===== config.mk =====
export PLATFORM = sky130hd
export DESIGN_NAME = puf_tmv_collector
export DESIGN_NICKNAME = d
export VERILOG_FILES = /design/src/rtl/puf_tmv_collector.sv
export SDC_FILE = /design/constraint.sdc
export NUM_CORES = 1
export LEC_CHECK = 0
export ABC_AREA = 1
export CAP_MARGIN = 20
export CORE_MARGIN = 5
export CORE_UTILIZATION = 59
export DETAILED_ROUTE_END_ITERATION = 10
export PLACE_DENSITY = 0.85
export SLEW_MARGIN = 20
export SYNTH_ARGS = -nofsm -noshare
export SYNTH_HDL_FRONTEND = slang
export SYNTH_SLANG_ARGS = --single-unit

===== constraint.sdc =====
create_clock -name clk -period 3.4 [get_ports clk]
set_input_delay 0.68 -clock clk [delete_from_list [all_inputs] [get_ports clk]]
set_output_delay 0.68 -clock clk [all_outputs]
set_load 0.1 [all_outputs]

===== src/rtl/puf_tmv_collector.sv =====
// Sweeps every PUF address, samples the response NSAMP times, and majority-votes each bit.
// Emits the voted byte, a per-bit instability mask and the address over a valid/ready handshake.
module puf_tmv_collector #(
    parameter int unsigned NSAMP  = 7,
    parameter int unsigned SETTLE = 4,
    parameter int unsigned ADDR_W = 4,
    parameter int unsigned DATA_W = 8
) (
    input  logic              clk,
    input  logic              rst_n,
    input  logic              start,
    output logic [ADDR_W-1:0] puf_addr,
    input  logic [DATA_W-1:0] puf_out,
    output logic [DATA_W-1:0] resp_data,
    output logic [DATA_W-1:0] resp_unstable,
    output logic [ADDR_W-1:0] resp_addr,
    output logic              resp_valid,
    input  logic              resp_ready,
    output logic              busy,
    output logic              done
);

    localparam int unsigned CNT_W = $clog2(NSAMP + 1);
    localparam int unsigned SET_W = $clog2(SETTLE + 1);

    typedef enum logic [2:0] {
        S_IDLE, S_SETTLE, S_SAMPLE, S_EVAL, S_EMIT, S_DONE
    } state_t;

    state_t            state, state_n;
    logic [SET_W-1:0]  set_cnt, set_cnt_n;
    logic [CNT_W-1:0]  smp_cnt, smp_cnt_n;
    logic [CNT_W-1:0]  bit_cnt   [DATA_W];
    logic [CNT_W-1:0]  bit_cnt_n [DATA_W];
    logic [ADDR_W-1:0] puf_addr_n, resp_addr_n;
    logic [DATA_W-1:0] resp_data_n, resp_unstable_n;
    logic              resp_valid_n, busy_n, done_n;

    // State and datapath registers; reset discards any partial sweep.
    always_ff @(posedge clk or negedge rst_n) begin
        if (!rst_n) begin
            state         <= S_IDLE;
            set_cnt       <= '0;
            smp_cnt       <= '0;
            for (int i = 0; i < DATA_W; i++) bit_cnt[i] <= '0;
            puf_addr      <= '0;
            resp_addr     <= '0;
            resp_data     <= '0;
            resp_unstable <= '0;
            resp_valid    <= 1'b0;
            busy          <= 1'b0;
            done          <= 1'b0;
        end else begin
            state         <= state_n;
            set_cnt       <= set_cnt_n;
            smp_cnt       <= smp_cnt_n;
            for (int i = 0; i < DATA_W; i++) bit_cnt[i] <= bit_cnt_n[i];
            puf_addr      <= puf_addr_n;
            resp_addr     <= resp_addr_n;
            resp_data     <= resp_data_n;
            resp_unstable <= resp_unstable_n;
            resp_valid    <= resp_valid_n;
            busy          <= busy_n;
            done          <= done_n;
        end
    end

    // Next-state and next-output logic.
    always_comb begin
        state_n         = state;
        set_cnt_n       = set_cnt;
        smp_cnt_n       = smp_cnt;
        for (int i = 0; i < DATA_W; i++) bit_cnt_n[i] = bit_cnt[i];
        puf_addr_n      = puf_addr;
        resp_addr_n     = resp_addr;
        resp_data_n     = resp_data;
        resp_unstable_n = resp_unstable;
        resp_valid_n    = resp_valid;
        busy_n          = busy;
        done_n          = 1'b0;

        case (state)
            S_IDLE: begin
                if (start) begin
                    state_n    = S_SETTLE;
                    puf_addr_n = '0;
                    set_cnt_n  = '0;
                    busy_n     = 1'b1;
                end
            end
            S_SETTLE: begin
                smp_cnt_n = '0;
                for (int i = 0; i < DATA_W; i++) bit_cnt_n[i] = '0;
                if (set_cnt == SET_W'(SETTLE - 1)) begin
                    state_n = S_SAMPLE;
                end else begin
                    set_cnt_n = set_cnt + SET_W'(1);
                end
            end
            S_SAMPLE: begin
                for (int i = 0; i < DATA_W; i++) begin
                    bit_cnt_n[i] = bit_cnt[i] + CNT_W'(puf_out[i]);
                end
                if (smp_cnt == CNT_W'(NSAMP - 1)) begin
                    state_n = S_EVAL;
                end else begin
                    smp_cnt_n = smp_cnt + CNT_W'(1);
                end
            end
            S_EVAL: begin
                for (int i = 0; i < DATA_W; i++) begin
                    resp_data_n[i]     = (bit_cnt[i] > CNT_W'(NSAMP / 2));
                    resp_unstable_n[i] = (bit_cnt[i] != '0) && (bit_cnt[i] != CNT_W'(NSAMP));
                end
                resp_addr_n  = puf_addr;
                resp_valid_n = 1'b1;
                state_n      = S_EMIT;
            end
            S_EMIT: begin
                if (resp_ready) begin
                    resp_valid_n = 1'b0;
                    if (puf_addr == {ADDR_W{1'b1}}) begin
                        state_n = S_DONE;
                        done_n  = 1'b1;
                        busy_n  = 1'b0;
                    end else begin
                        puf_addr_n = puf_addr + ADDR_W'(1);
                        set_cnt_n  = '0;
                        state_n    = S_SETTLE;
                    end
                end
            end
            S_DONE: begin
                state_n = S_IDLE;
            end
            default: begin
                state_n = S_IDLE;
            end
        endcase
    end

endmodule

### After elaboration in Yosys (flattened, before gate mapping)

Index checks and enable logic that the tools add are counted.
Widths: inputs -> output; s select.

* input port bits: 12
* bits in registers: 60
* latch bits: 0
* output and inout bits: 27
* word-level logic and storage cells: 114
* memories kept: 0
* memory bits (writable): 0
* ROM bits: 0

* $lt $le $gt $ge: 8
* multipliers: 0
* bitwise gates (word level): 0
* reduce and logical (&&, ||, !) cells: 27
* mux-type cells: 27
* div/mod/pow operators: 0
* add/sub/neg operators: 11
* shift operators: 0
* eq/ne operators: 23

Operator list (number)
* $pmux 24 s2: 1
* $mux 3: 10
* $reduce_bool 3->1: 9
* $add 3x1->3: 8
* $gt 3x2->1 const B: 8
* $ne 3x3->1 const B: 8
* $ne 2x2->1 const B: 8
* $pmux 3 s5: 1
* $mux 4: 3
* $reduce_and 4->1: 3
* $eq 3x2->1 const B: 3
* $pmux 3 s3: 1
* $logic_and 1x1->1: 8
* $pmux 4 s2: 1
* $mux 1: 7
* $add 3x1->3 const B: 2
* $eq 3x3->1 const B: 2
* $pmux 3 s2: 1
* $reduce_bool 2->1: 3
* $reduce_and 5->1: 1
* $add 4x1->4 const B: 1
* $eq 4x4->1 const B: 1
* $pmux 1 s2: 2
* $reduce_and 2->1: 2
* other kinds (2): 2

### Longest topological paths before layout

Gate-level depths: netlist (run 1).

* depth in word-level cells: 4
* depth in mapped cells: 8
* mapped depth without buffers: 8

### Worst setup path before layout (run 1)

No wires, ideal clock.

* path kind: reg-to-reg
* start: register puf_addr[0]
* end: register puf_addr[0]
* setup time: 0.134 ns
* arrival time: 1.843 ns
* required time: 3.266 ns
* clock period less this slack: 1.977 ns
* path buffers: 0
* slack: 1.423 ns
* stages on the path, launching flop included: 7
* cell sequence: dfrtp_1 > ha_1 > nand3_1 > o21ai_0 > nor2_1 > nand2_1 > o21ai_0

* longest elaborated chain between the ends: 4
* elaborated cells on any way between the ends: 7
* those cells by class: add/sub: 1; eq/ne: 2; mux: 3; reduce/logical: 1

Ends and longest elaborated chain
* start: declaration: line 12 `output logic [ADDR_W-1:0] puf_addr,`
* start signal: assignment: line 58 `puf_addr <= puf_addr_n;`
* $add 4x1->4: line 127 `puf_addr_n = puf_addr + ADDR_W'(1);`
* $mux 4: line 122 `if (puf_addr == {ADDR_W{1'b1}}) begin`
* $mux 4: line 120 `if (resp_ready) begin`
* $pmux 4 s2: line 82 `case (state)`

Parallel ways exist; a longest one is shown, timed or not. The select of a mux whose other input is x is not followed.
A chain may end at the register's enable or synchronous reset.

### Worst setup path in the final report (run 1)

* start: register resp_unstable[2]
* end: output resp_unstable[2]

RTL lines
* start: declaration: line 15 `output logic [DATA_W-1:0] resp_unstable,`
* start signal: assignment: line 61 `resp_unstable <= resp_unstable_n;`

No word-level cell between the ends.

==> results of run 1 <==
layout make-up:
class,instances,share of cell area [%]
well taps,67,2.420
inverters,40,4.406
clock buffers,12,4.478
flip-flops and latches,60,43.34
multi-input cells,201,33.44
clock inverters,2,1.011
repair buffers,41,10.91
through the flow:
stage / cells / hold WS [ns]
5_1_grt: 423 / 0.3200
6_report: 423 / 0.2895
3_3_place_gp: 409 / 0.4595
4_1_cts: 423 / 0.2963
2_1_floorplan: 309 / 0.3844
3_5_place_dp: 409 / 0.4684
layout by cell type, fill, tap and decap left out, drive strengths merged, types with 11 or more instances in the layout:
cell           Yosys  layout
dfrtp             60      60
nor3              19      19
o21ai             39      39
inv               40      40
buf                5      12
clkbuf             3      12
nor2              11      11
nand2             71      71
ha                21      21
clkdlybuf4s50      0      29
kinds of logic after synthesis:
kind of cell / Yosys count
compound gates: 56
xor+xnor: 10
fa+ha+maj: 21
buf+inv: 48
flops: 60
simple gates: 114
where the power goes:
group | switching, uW | internal [uW] | leakage [uW] | total (uW)
clock network | 260 | 369 | 0.0000983 | 630
logic | 1060 | 367 | 0.000728 | 1430
registers | 147 | 908 | 0.000807 | 1050
layer usage:
layer	vias to the layer above	wire length, um	global-route usage, %	share of wire [%]
met5	-	0	0	0
met3	10	252	4.176	4.6
met1	1055	2456	23.21	45
met2	37	2664	35.56	49
met4	0	109	9.450	2.0
li1	1111	-	-	-
final timing paths:
path | startpoint | to | slack [ns] | cells after the start
min | rst_n | bit_cnt[23]$_DFFE_PN0P_ | 0.29 | 1
min in group clk | set_cnt[2]$_DFFE_PN0P_ | set_cnt[2]$_DFFE_PN0P_ | 0.48 | 2
min reg2reg | set_cnt[2]$_DFFE_PN0P_ | set_cnt[2]$_DFFE_PN0P_ | 0.48 | 2
max reg2reg | state[2]$_DFFE_PN0P_ | bit_cnt[8]$_DFFE_PN0P_ | 1.48 | 4
max | resp_unstable[2]$_DFFE_PN0N_ | resp_unstable[2] | 0.89 | 1
max in group asynchronous | rst_n | bit_cnt[16]$_DFFE_PN0P_ | 2.38 | 2
sequential cells by signal, summed over array words and instances (netlist names):
register       flops
resp_data          8
bit_cnt           24
resp_addr          4
busy               1
state              3
puf_addr           4
smp_cnt            3
done               1
set_cnt            3
resp_unstable      8
resp_valid         1
==> impl_metrics.toml, run 1 <==
[final_layout]
nFillCells = 338
num_antenna_cells = 0
drive_gt1_share_pct = 9.270
multi_input_area_um2 = 1159
syn_to_final_growth_pct = 21.23
fin_area_um2 = 3465
final_util_pct = 73.35
nets = 386
layout.area.seq_um2 = 1501

[timing]
min_period_ns = 2.511
maxSlewHeadroom_pct = 34.25
finalMaxSlewViolations = 0
max_freq_ghz = 0.3982
finalSetupViolCount = 0
tns_ns = 0
worst_slew_pin_slew_ns = 0.9832
rsz0062_at_grt = "false"
post-route-period-util_pct = 73.85
finalWorstSetupSlack_ns = 0.8890
fin_skew_ns = 0.006582
hold_viol = 0

[pwr]
powerDensity_nw_per_um2 = 898.9
ir_worst_vdd_mv = 0.6065
p_leak_uw = 0.001634
finalPower_uw = 3114

[die]
ioPinCount = 39
die_h_um = 79.60
rows = 25
fp.coreArea_um2 = 4723
die_width_um = 79.60
die-area_um2 = 6335
initial_core_util_pct = 60.50

[grt]
grt_overflow = 0
antenna_found_initial = 0
grt_pass1_wl_mm = 9.880
grtUsageTotal_pct = 20.15
grt_max_degree = 30
first_global_vias = 2305

[min_path]
min_path_type = "primary input to asynchronous set/reset pin"

[worst_setup_path]
start_kind = "register"
crit_fanout = 2
cp_cell_sequence = "clkdlybuf4s50_1"
critPathKind = "register to output port"
crit_slowest_cell = "clkdlybuf4s50_1"
crit_buf_inv = 1
worstPathRequired_ns = 2.72
end_kind = "output port"
critPathMaxStageDelay_ns = 1.14
cpLargestDelayFamily = "buffers and inverters"
worstPathArrival_ns = 1.83

[logic_synthesis]
netlist_area_um2 = 2858
yosys-top-cells-count = "nand2_1 (69), dfrtp_1 (60), o21ai_0 (39)"
yosys-top-cells-area = "dfrtp_1 (53%), ha_1 (9.2%), nand2_1 (9.1%)"
synth_nets = 342
synth_top_family_by_area = "simple AND/OR/NAND/NOR gates"
synth-compound-area-share_pct = 10.86
synthDistinctLibCells = 26
syn_area_per_cell_um2 = 9.248
ys_warn_count = 0
synth-seq-area-share_pct = 52.54
synth_fa_ha_area_share_pct = 9.194
synth_most_common_cell = "nand2_1"
yosys.area_share.simple_pct = 17.43
postSynth.asyncResetShare_pct = 100.0
synth_cells = 309
ys_ff_latch = 60
synth_top_cell_by_area = "dfrtp_1"
synth_flop_cell = "dfrtp_1"
synth-edff-count = 0
synthMuxAreaShare_pct = 0
synth_top_area_share_pct = 52.54
synth_xor_area_share_pct = 3.065

[placed_design]
pre_cts_ws_ns = 1.230
hpwlAfterDp_mm = 3.901
post_dp_cell_area_um2 = 3274
io_buffers = 38
place_congestion = 0.7886

[detailed_routing]
drt_iter0_drc = 67
drt_wl_total_mm = 5.483
vias = 2213
drt-pass1-iter-count = 4
wl_per_cell_um = 12.96
drcViolationCount = 0
vias_per_cell = 5.232
antenna_left = 0

[clock_network]
cts_buffers = 9
clock-sinks = 60
clk_path_buf_depth = 2
cts_hold_buf = 0
post-cts-setup-buffers = 0
ctsRootBufferMaster = "clkbuf_8"
htree_levels = 3
cts_tree = "yes"
clock_latency_ns = 0.34
clk_pin_slew_ns = 0.07
cts_repair_resize_count = 0

[flow_run]
maxCapViolations = 0

[run_status]
outcome = "finished, final reports clean"
(Power assumes the default switching activity.)
==> run 2: changes to the inputs <==
--- a/config.mk
+++ b/config.mk
@@ -8,9 +8,9 @@
 export ABC_AREA = 1
 export CAP_MARGIN = 20
 export CORE_MARGIN = 5
-export CORE_UTILIZATION = 59
+export CORE_UTILIZATION = 49
 export DETAILED_ROUTE_END_ITERATION = 10
-export PLACE_DENSITY = 0.85
+export PLACE_DENSITY = 0.75
 export SLEW_MARGIN = 20
 export SYNTH_ARGS = -nofsm -noshare
 export SYNTH_HDL_FRONTEND = slang
==> constraint.sdc (replaced) <==
create_clock -name clk -period 2.1 [get_ports clk]
set_input_delay 0.42 -clock clk [delete_from_list [all_inputs] [get_ports clk]]
set_output_delay 0.42 -clock clk [all_outputs]
set_load 0.1 [all_outputs]
==> impl_metrics.toml, run 2 (synthesis gave the netlist of run 1 again) <==
[final_layout]
nets = 388
num_antenna_cells = 0
mostFrequentLayoutCells = "nand2_1 (69), dfrtp_1 (60), o21ai_0 (39)"
syn_to_final_growth_pct = 20.97
layout_commonest_cell = "nand2_1"
nFillCells = 500
drive_gt1_share_pct = 14.76
largest_register = "bit_cnt"
largest_reg_flops = 24
top_regs = "bit_cnt (24), resp_data (8), resp_unstable (8)"

[clock_network]
ctsRootBufferMaster = "clkbuf_8"
clock_latency_ns = 0.33
clk_pin_slew_ns = 0.06
post-cts-setup-buffers = 0
cts_hold_buf = 0
cts_buffers = 9
cts_repair_resize_count = 0
clk_path_buf_depth = 2
htree_levels = 3
cts_tree = "yes"
clock-sinks = 60

[placed_design]
io_buffers = 38
hpwlAfterDp_mm = 4.080
place_congestion = 0.7718
pre_cts_ws_ns = 0.3517

[worst_setup_path]
worstReg2RegStart = "state[2]$_DFFE_PN0P_"
cp_cell_sequence = "nor2_2 -> nand2_1 -> buf_12 -> o31ai_1"
start_kind = "register"
critPathMaxStageDelay_ns = 0.48
worstPathArrival_ns = 1.84
worstPathRequired_ns = 2.33
end_kind = "register"
crit_slowest_cell = "dfrtp_1"
ff2ff_setup_slack_ns = 0.49
critPathKind = "register to register"
crit_fanout = 33
worstSetupStartpoint = "state[2]$_DFFE_PN0P_"

[detailed_routing]
antenna_left = 0
wl_per_cell_um = 13.27
drt_iter0_drc = 46
drt_wl_total_mm = 5.719
drcViolationCount = 0
vias_per_cell = 5.160
vias = 2224
drt-pass1-iter-count = 4

[die]
fp.coreArea_um2 = 5574
ioPinCount = 39
rows = 27
die_h_um = 86.37
die-area_um2 = 7460
initial_core_util_pct = 51.27
die_width_um = 86.37

[pwr]
p_leak_uw = 0.001682
powerDensity_nw_per_um2 = 1456
ir_worst_vdd_mv = 0.7211

[grt]
grt_overflow = 0
grt_pass1_wl_mm = 10.11
grt_max_degree = 34
antenna_found_initial = 0
grtUsageTotal_pct = 17.29
first_global_vias = 2225

[timing]
fin_skew_ns = 0.007109
min_period_ns = 1.611
finalMaxSlewViolations = 0
max_freq_ghz = 0.6207
tns_ns = 0
post-route-period-util_pct = 76.72
rsz0062_at_grt = "false"
finalWorstSetupSlack_ns = 0.4889
maxSlewHeadroom_pct = 53.76
hold_viol = 0
finalSetupViolCount = 0
worst_slew_pin_slew_ns = 0.6936

[run_status]
outcome = "finished, final reports clean"

[flow_run]
maxCapViolations = 0

[min_path]
min_path_type = "primary input to asynchronous set/reset pin"
## run 2: cell count changes in the layout (fill, tap and decap cells not counted)
cell	previous run	this run
buf_4	11	30
buf_12	0	2
clkbuf_8	11	10
clkdlybuf4s50_1	29	10
clkbuf_1	1	3
## run 2: worst max-delay path: cells and delay by family (launching register included)
kind	cells	cell delay [ns]
compound gates	1	0.26
buf+inv	1	0.27
flops	1	0.48
simple gates	2	0.49
## run 2: final timing paths
kind                       cells past startpoint                      endpoint
min in group clk                               2        set_cnt[2]$_DFFE_PN0P_
min                                            1      resp_addr[0]$_DFFE_PN0N_
max in group asynchronous                      2       bit_cnt[16]$_DFFE_PN0P_
min reg2reg                                    2        set_cnt[2]$_DFFE_PN0P_
max reg2reg                                    4  resp_unstable[5]$_DFFE_PN0N_
max                                            4  resp_unstable[5]$_DFFE_PN0N_
## run 2: per-stage QoR
step                instance area [um2]  power [uW]  std cells  utilization, %  hold slack [ns]
floorplan                          2858        3536        309               -           0.1244
global placement                   3273        4022        416           58.72           0.4603
detailed placement                 3273        4083        416           58.72           0.4655
CTS                                3457        5083        431           62.02           0.1532
global route                       3457        5426        431           62.02           0.1805
finish                             3457        5033        431           62.02           0.1344
## run 2: layout make-up
cell class	count	area (um2)	share of cell area (%)
flip-flops and latches	60	1501	43.43
inverters	40	152.6	4.415
well taps	72	90.09	2.606
multi-input cells	201	1159	33.51
clock inverters	2	35.03	1.013
clock buffers	13	148.9	4.307
repair buffers	43	370.4	10.71
## run 2: where the power goes
part,internal [uW],switching (uW)
Clock,574,420
Combinational,599,1730
Sequential,1470,236
## run 2: routing by layer
metal  up-vias  part of all wire, %  global-route usage, %
met5         -                    0                      0
met4         0                  1.2                  7.932
met3        11                  4.0                  4.658
met2        42                   50                  29.00
met1      1061                   45                  20.66
li1       1110                    -                      -
